$ cat config.mk
export PLATFORM = sky130hd
export DESIGN_NAME = input_action_decoder
export DESIGN_NICKNAME = d
export VERILOG_FILES = /design/src/rtl/input_action_decoder.sv
export SDC_FILE = /design/constraint.sdc
export NUM_CORES = 1
export LEC_CHECK = 0
export ABC_AREA = 1
export CORE_MARGIN = 2
export CORE_UTILIZATION = 40
export CTS_BUF_LIST = sky130_fd_sc_hd__clkbuf_4 sky130_fd_sc_hd__clkbuf_8
export DETAILED_ROUTE_END_ITERATION = 12
export DONT_BUFFER_PORTS = 1
export PLACE_DENSITY_LB_ADDON = 0.2
export SLEW_MARGIN = 20
export SYNTH_ARGS = -nofsm -noshare
export SYNTH_HDL_FRONTEND = slang
export SYNTH_SLANG_ARGS = --single-unit
$ cat constraint.sdc
create_clock -name clk_i -period 2.2 [get_ports clk_i]
set_input_delay 0.55 -clock clk_i [delete_from_list [all_inputs] [get_ports clk_i]]
set_output_delay 0.55 -clock clk_i [all_outputs]
set_load 0.01 [all_outputs]
$ cat src/rtl/input_action_decoder.sv
// Input action decoder: turns raw HID keycodes into frame-aligned, debounced game actions.
// Frame boundaries are the synchronized falling edges of the VGA vertical sync.
module input_action_decoder #(
   parameter int unsigned DEBOUNCE_FRAMES = 2,
   parameter int unsigned FIRE_COOLDOWN   = 8,
   parameter logic [7:0]  KEY_LEFT        = 8'h04,
   parameter logic [7:0]  KEY_RIGHT       = 8'h07,
   parameter logic [7:0]  KEY_UP          = 8'h1A,
   parameter logic [7:0]  KEY_DOWN        = 8'h16,
   parameter logic [7:0]  KEY_JUMP        = 8'h2C,
   parameter logic [7:0]  KEY_FIRE        = 8'h0E,
   parameter logic [7:0]  KEY_START       = 8'h28
) (
   input  logic       clk_i,
   input  logic       reset_i,
   input  logic [7:0] keycode_i,
   input  logic       vs_i,
   output logic       frame_tick_o,
   output logic       act_left_o,
   output logic       act_right_o,
   output logic       act_up_o,
   output logic       act_down_o,
   output logic       act_jump_o,
   output logic       act_start_o,
   output logic       fire_req_o,
   output logic [7:0] accepted_key_o
);

   localparam logic [1:0] StIdle = 2'd0;
   localparam logic [1:0] StFire = 2'd1;
   localparam logic [1:0] StCool = 2'd2;

   localparam logic [3:0] DebMax     = 4'(DEBOUNCE_FRAMES);
   localparam logic [5:0] CoolReload = 6'(FIRE_COOLDOWN - 1);

   logic       vs_meta_q, vs_sync_q, vs_prev_q, tick_q;
   logic [7:0] key_q;
   logic [7:0] cand_q, cand_d;
   logic [3:0] cnt_q, cnt_d;
   logic [7:0] acc_q, acc_d;
   logic [5:0] act_q, act_d;
   logic       fire_q, fire_d;
   logic [1:0] state_q, state_d;
   logic [5:0] cool_q, cool_d, cool_dec;
   logic       fire_held;

   always_ff @(posedge clk_i) begin
      if (reset_i) begin
         vs_meta_q <= 1'b1;
         vs_sync_q <= 1'b1;
         vs_prev_q <= 1'b1;
         tick_q    <= 1'b0;
         key_q     <= 8'h00;
         cand_q    <= 8'h00;
         cnt_q     <= 4'd0;
         acc_q     <= 8'h00;
         act_q     <= 6'd0;
         fire_q    <= 1'b0;
         state_q   <= StIdle;
         cool_q    <= 6'd0;
      end else begin
         vs_meta_q <= vs_i;
         vs_sync_q <= vs_meta_q;
         vs_prev_q <= vs_sync_q;
         tick_q    <= vs_prev_q & ~vs_sync_q;
         key_q     <= keycode_i;
         cand_q    <= cand_d;
         cnt_q     <= cnt_d;
         acc_q     <= acc_d;
         act_q     <= act_d;
         fire_q    <= fire_d;
         state_q   <= state_d;
         cool_q    <= cool_d;
      end
   end

   // All outputs are computed from next-state values so they change together,
   // exactly one Clk after frame_tick, and hold for the rest of the frame.
   always_comb begin
      cand_d    = cand_q;
      cnt_d     = cnt_q;
      acc_d     = acc_q;
      act_d     = act_q;
      fire_d    = fire_q;
      state_d   = state_q;
      cool_d    = cool_q;
      cool_dec  = cool_q - 6'd1;
      fire_held = 1'b0;
      if (tick_q) begin
         if (key_q != cand_q) begin
            cand_d = key_q;
            cnt_d  = 4'd1;
         end else if (cnt_q < DebMax) begin
            cnt_d = cnt_q + 4'd1;
         end
         if (cnt_d == DebMax) begin
            acc_d = cand_d;
         end
         act_d = {acc_d == KEY_LEFT,
                  acc_d == KEY_RIGHT,
                  acc_d == KEY_UP,
                  acc_d == KEY_DOWN,
                  (acc_d == KEY_JUMP) && (acc_q != KEY_JUMP),
                  (acc_d == KEY_START) && (acc_q != KEY_START)};
         fire_held = (acc_d == KEY_FIRE);
         fire_d    = 1'b0;
         case (state_q)
            StIdle: begin
               if (fire_held) begin
                  fire_d  = 1'b1;
                  cool_d  = CoolReload;
                  state_d = StFire;
               end
            end
            StFire: begin
               state_d = (cool_q == 6'd0) ? StIdle : StCool;
            end
            StCool: begin
               // Countdown runs to completion even if fire is released meanwhile.
               cool_d = cool_dec;
               if (cool_dec == 6'd0) begin
                  if (fire_held) begin
                     fire_d  = 1'b1;
                     cool_d  = CoolReload;
                     state_d = StFire;
                  end else begin
                     state_d = StIdle;
                  end
               end
            end
            default: begin
               state_d = StIdle;
            end
         endcase
      end
   end

   assign frame_tick_o   = tick_q;
   assign accepted_key_o = acc_q;
   assign act_left_o     = act_q[5];
   assign act_right_o    = act_q[4];
   assign act_up_o       = act_q[3];
   assign act_down_o     = act_q[2];
   assign act_jump_o     = act_q[1];
   assign act_start_o    = act_q[0];
   assign fire_req_o     = fire_q;

endmodule

==> out/metrics.csv <==
stage,metric,value,unit
floorplanning,core_area,5610,um^2
clocking,numCtsBuffers,5,
place,gp_congestion,0.813,
setup_path,r2r_end,cool_q[5],
setup_path,critPathCaptureType,flop,
sta,drv_slew,0,
floorplanning,num_rows,27,
cells_and_area,mostFrequentLayoutCells,"79 x nand2_1, 57 x inv_1, 45 x nor2_1, 45 x dfxtp_1, 29 x a21oi_1",
grt,grtUsageMet3,5.00,%
pwr,ir_drop,0.404,mV
logic_synthesis,synthesis.nets,370,
setup_path,timing.rr.start,cnt_q[0],
grt,overflow,0,
sta,setup_violations,0,
floorplanning,io_pins,27,
cells_and_area,syn2layout_area_growth,13.6,%
clocking,cts_max_path_buffers,2,
drt,ant_nets,0,
pwr,p_leak,1.22,nW
grt,top_usage_layer,met2,
hold_path,min_from,reset_i,
clocking,cts_hold_buf,0,
sta,worst_pin_slew,0.600,ns
hold_path,hold_path_end,cnt_q[0],
sta,max_freq,462,MHz
logic_synthesis,yosys_warnings,0,
status,status,"complete, no violations",
hold_path,hold-path-cell-count,1,
floorplanning,die_width,80.8,um
drt,wirelength,5260,um
cells_and_area,multiInputGateArea,1210,um^2
setup_path,r2r_slack,0.04,ns
logic_synthesis,synth_area,2360,um^2
grt,use_met2,26.6,%
drt,post_drt_wl_per_cell,12.0,um
logic_synthesis,syn_avg_cell_area,6.62,um^2
cells_and_area,stdcell_count,439,
setup_path,cp.required,2.40,ns
drt,vias_per_cell,4.83,
place,portBuffers,0,
setup_path,r2r_cells,16,
cells_and_area,layout_commonest_cell,nand2_1,
sta,period_needed,2.16,ns
grt,antenna_found_initial,0,
setup_path,critPathArrivalTime,2.36,ns
sta,hold_viol,0,
clocking,clkTransAtPathRegs,0.09,ns
clocking,cts_root_buf,clkbuf_8,
grt,grt_pass1_wl,8510,um
grt,grt_util_met1,22.6,%
setup_path,crit_type,reg -> reg,
logic_synthesis,yosysUniqueCellTypes,26,
sta,setup_ws,0.0375,ns
sta,skew,0.0136,ns
logic_synthesis,yosysSeqAreaShare,39.9,%
place,place_inst,427,
sta,slew_headroom,59.8,%
clocking,cts_tree,yes,
floorplanning,initial_utilization,42.0,%
grt,grt_usage,16.9,%
grt,grt_max_degree,28,
setup_path,path_max_fanout,8,
drt,drt_first_pass_iters,4,
floorplanning,die-area,6520,um^2
sta,rsz0062_at_grt,true,
drt,drt_iter0_drc,66,
place,dp_hpwl,3610,um
cells_and_area,fill_cells,599,
drt,dr_total_vias,2119,
cells_and_area,fin_nets,380,
job,cap_violations,0,
logic_synthesis,ys_ff_latch,47,
hold_path,min_path_type,in -> reg,
pwr,p_per_area,630,nW/um^2
place,pre_cts_ws,0.0232,ns
grt,first_global_vias,1865,
cells_and_area,ff_latch_area,943,um^2
floorplanning,die_h,80.8,um
drt,drc,0,
clocking,cts.sinks,47,
logic_synthesis,synth_cells,356,
setup_path,start_kind,flop,
clocking,clock_latency,0.30,ns
cells_and_area,n_antenna_cell,0,
cells_and_area,drive_gt1_share,15.5,%
sta,fin_crit_sh,98.3,%
clocking,cts_max_level,2,
area by class of cell:
type / count / area share (%)
Inverter: 66 / 9.25
Timing Repair Buffer: 9 / 2.52
Clock inverter: 2 / 1.31
Sequential cell: 47 / 35.2
Tap cell: 72 / 3.36
Clock buffer: 6 / 3.08
Multi-Input combinational cell: 237 / 45.3
logic make-up after synthesis:
| logic type | after synthesis | synth area share, % |
|---|---|---|
| xor gates and xnor gates | 4 | 1.49 |
| adders and majority gates | 3 | 1.59 |
| buffers and inverters | 73 | 11.8 |
| and+or+nand+nor | 180 | 34.3 |
| AOI/OAI and AO/OA | 49 | 10.9 |
| DFF | 47 | 39.9 |
worst max-delay path, stage by stage, from the launching register on:
cell and delay [ns]:
dfxtp_2 0.35, ha_4 0.26, inv_1 0.03, nand2_1 0.07, nand3_2 0.09, nor2_4 0.21
buf_4 0.17, nand3_1 0.12, nand2_4 0.11, inv_2 0.04, nand2_2 0.07, nor2_4 0.05
nand2_2 0.08, nand2_4 0.08, buf_4 0.15, a21oi_1 0.11, nor2_1 0.05
where the power goes:
group	switching, W	total, W	internal (W)
Sequential	0.0000200	0.000892	0.000872
Clock	0.000290	0.000658	0.000368
Combinational	0.0000901	0.000138	0.0000482
Total	0.000400	0.00169	0.00129
state kept, by name, summed over array words and instances (netlist names), 2 cells and up:
signal,flops
cand_q,8
act_q,6
cnt_q,4
key_q,8
accepted_key_o,8
cool_q,6
state_q,2
metal layers:
metal	share of wire (%)	wire length, um
met3	5.8	307
met2	45	2350
met1	49	2570
met4	0.59	31
met5	0	0
stage by stage:
step                setup TNS [ns]  total power, W  hold WS, ns  util [%]  cell area [um^2]
floorplan                        0         0.00101        0.389         -              2360
global placement                 0         0.00103        0.399      43.9              2460
detailed placement               0         0.00104        0.405      43.9              2460
CTS                              0         0.00169        0.300      46.1              2580
global route                -0.728         0.00176        0.279      47.8              2680
finish                           0         0.00169        0.304      47.8              2680
what timing repair did:
| item | CTS | global route |
|---|---|---|
| endpoints found under the setup margin | 1 | 12 |
| setup buffers | 0 | 3 |
| pin swaps | 0 | 8 |
| cloned | 0 | 1 |
| resized for setup | 1 | 17 |
cell usage after synthesis:
master | number | share of area [%]
nand2_1 | 87 | 14
inv_1 | 58 | 9.2
dfxtp_1 | 47 | 40
nor2_1 | 46 | 7.3
a21oi_1 | 29 | 6.2
nand3_1 | 20 | 4.2
o21ai_0 | 15 | 3.2
clkbuf_1 | 6 | 0.96
inv_2 | 6 | 0.96
nand4_1 | 5 | 1.3
nand2_2 | 4 | 1.1
nor2_4 | 4 | 1.9
or2_2 | 4 | 1.1
xor2_1 | 4 | 1.5
ha_1 | 3 | 1.6
nor3_1 | 3 | 0.64
clkinv_1 | 2 | 0.32
nand2_4 | 2 | 0.96
nand3b_1 | 2 | 0.64
nor2_2 | 2 | 0.53
o211ai_1 | 2 | 0.64
clkbuf_4 | 1 | 0.32
nand3_4 | 1 | 0.74
o21ai_1 | 1 | 0.21
o21ai_2 | 1 | 0.37
o311ai_0 | 1 | 0.37
worst max path at each step:
stage          startpoint         end  slack (ns)  cells after the start
2_1_floorplan    cnt_q[0]   cool_q[0]        0.20                     14
3_3_place_gp     cnt_q[0]  state_q[1]        0.06                     14
3_5_place_dp     cnt_q[0]   cool_q[2]        0.02                     14
4_1_cts          cnt_q[0]   cool_q[2]        0.01                     16
5_1_grt          cnt_q[0]   cool_q[2]       -0.14                     17
6_report         cnt_q[0]   cool_q[5]        0.04                     16
(Power assumes the default switching activity.)
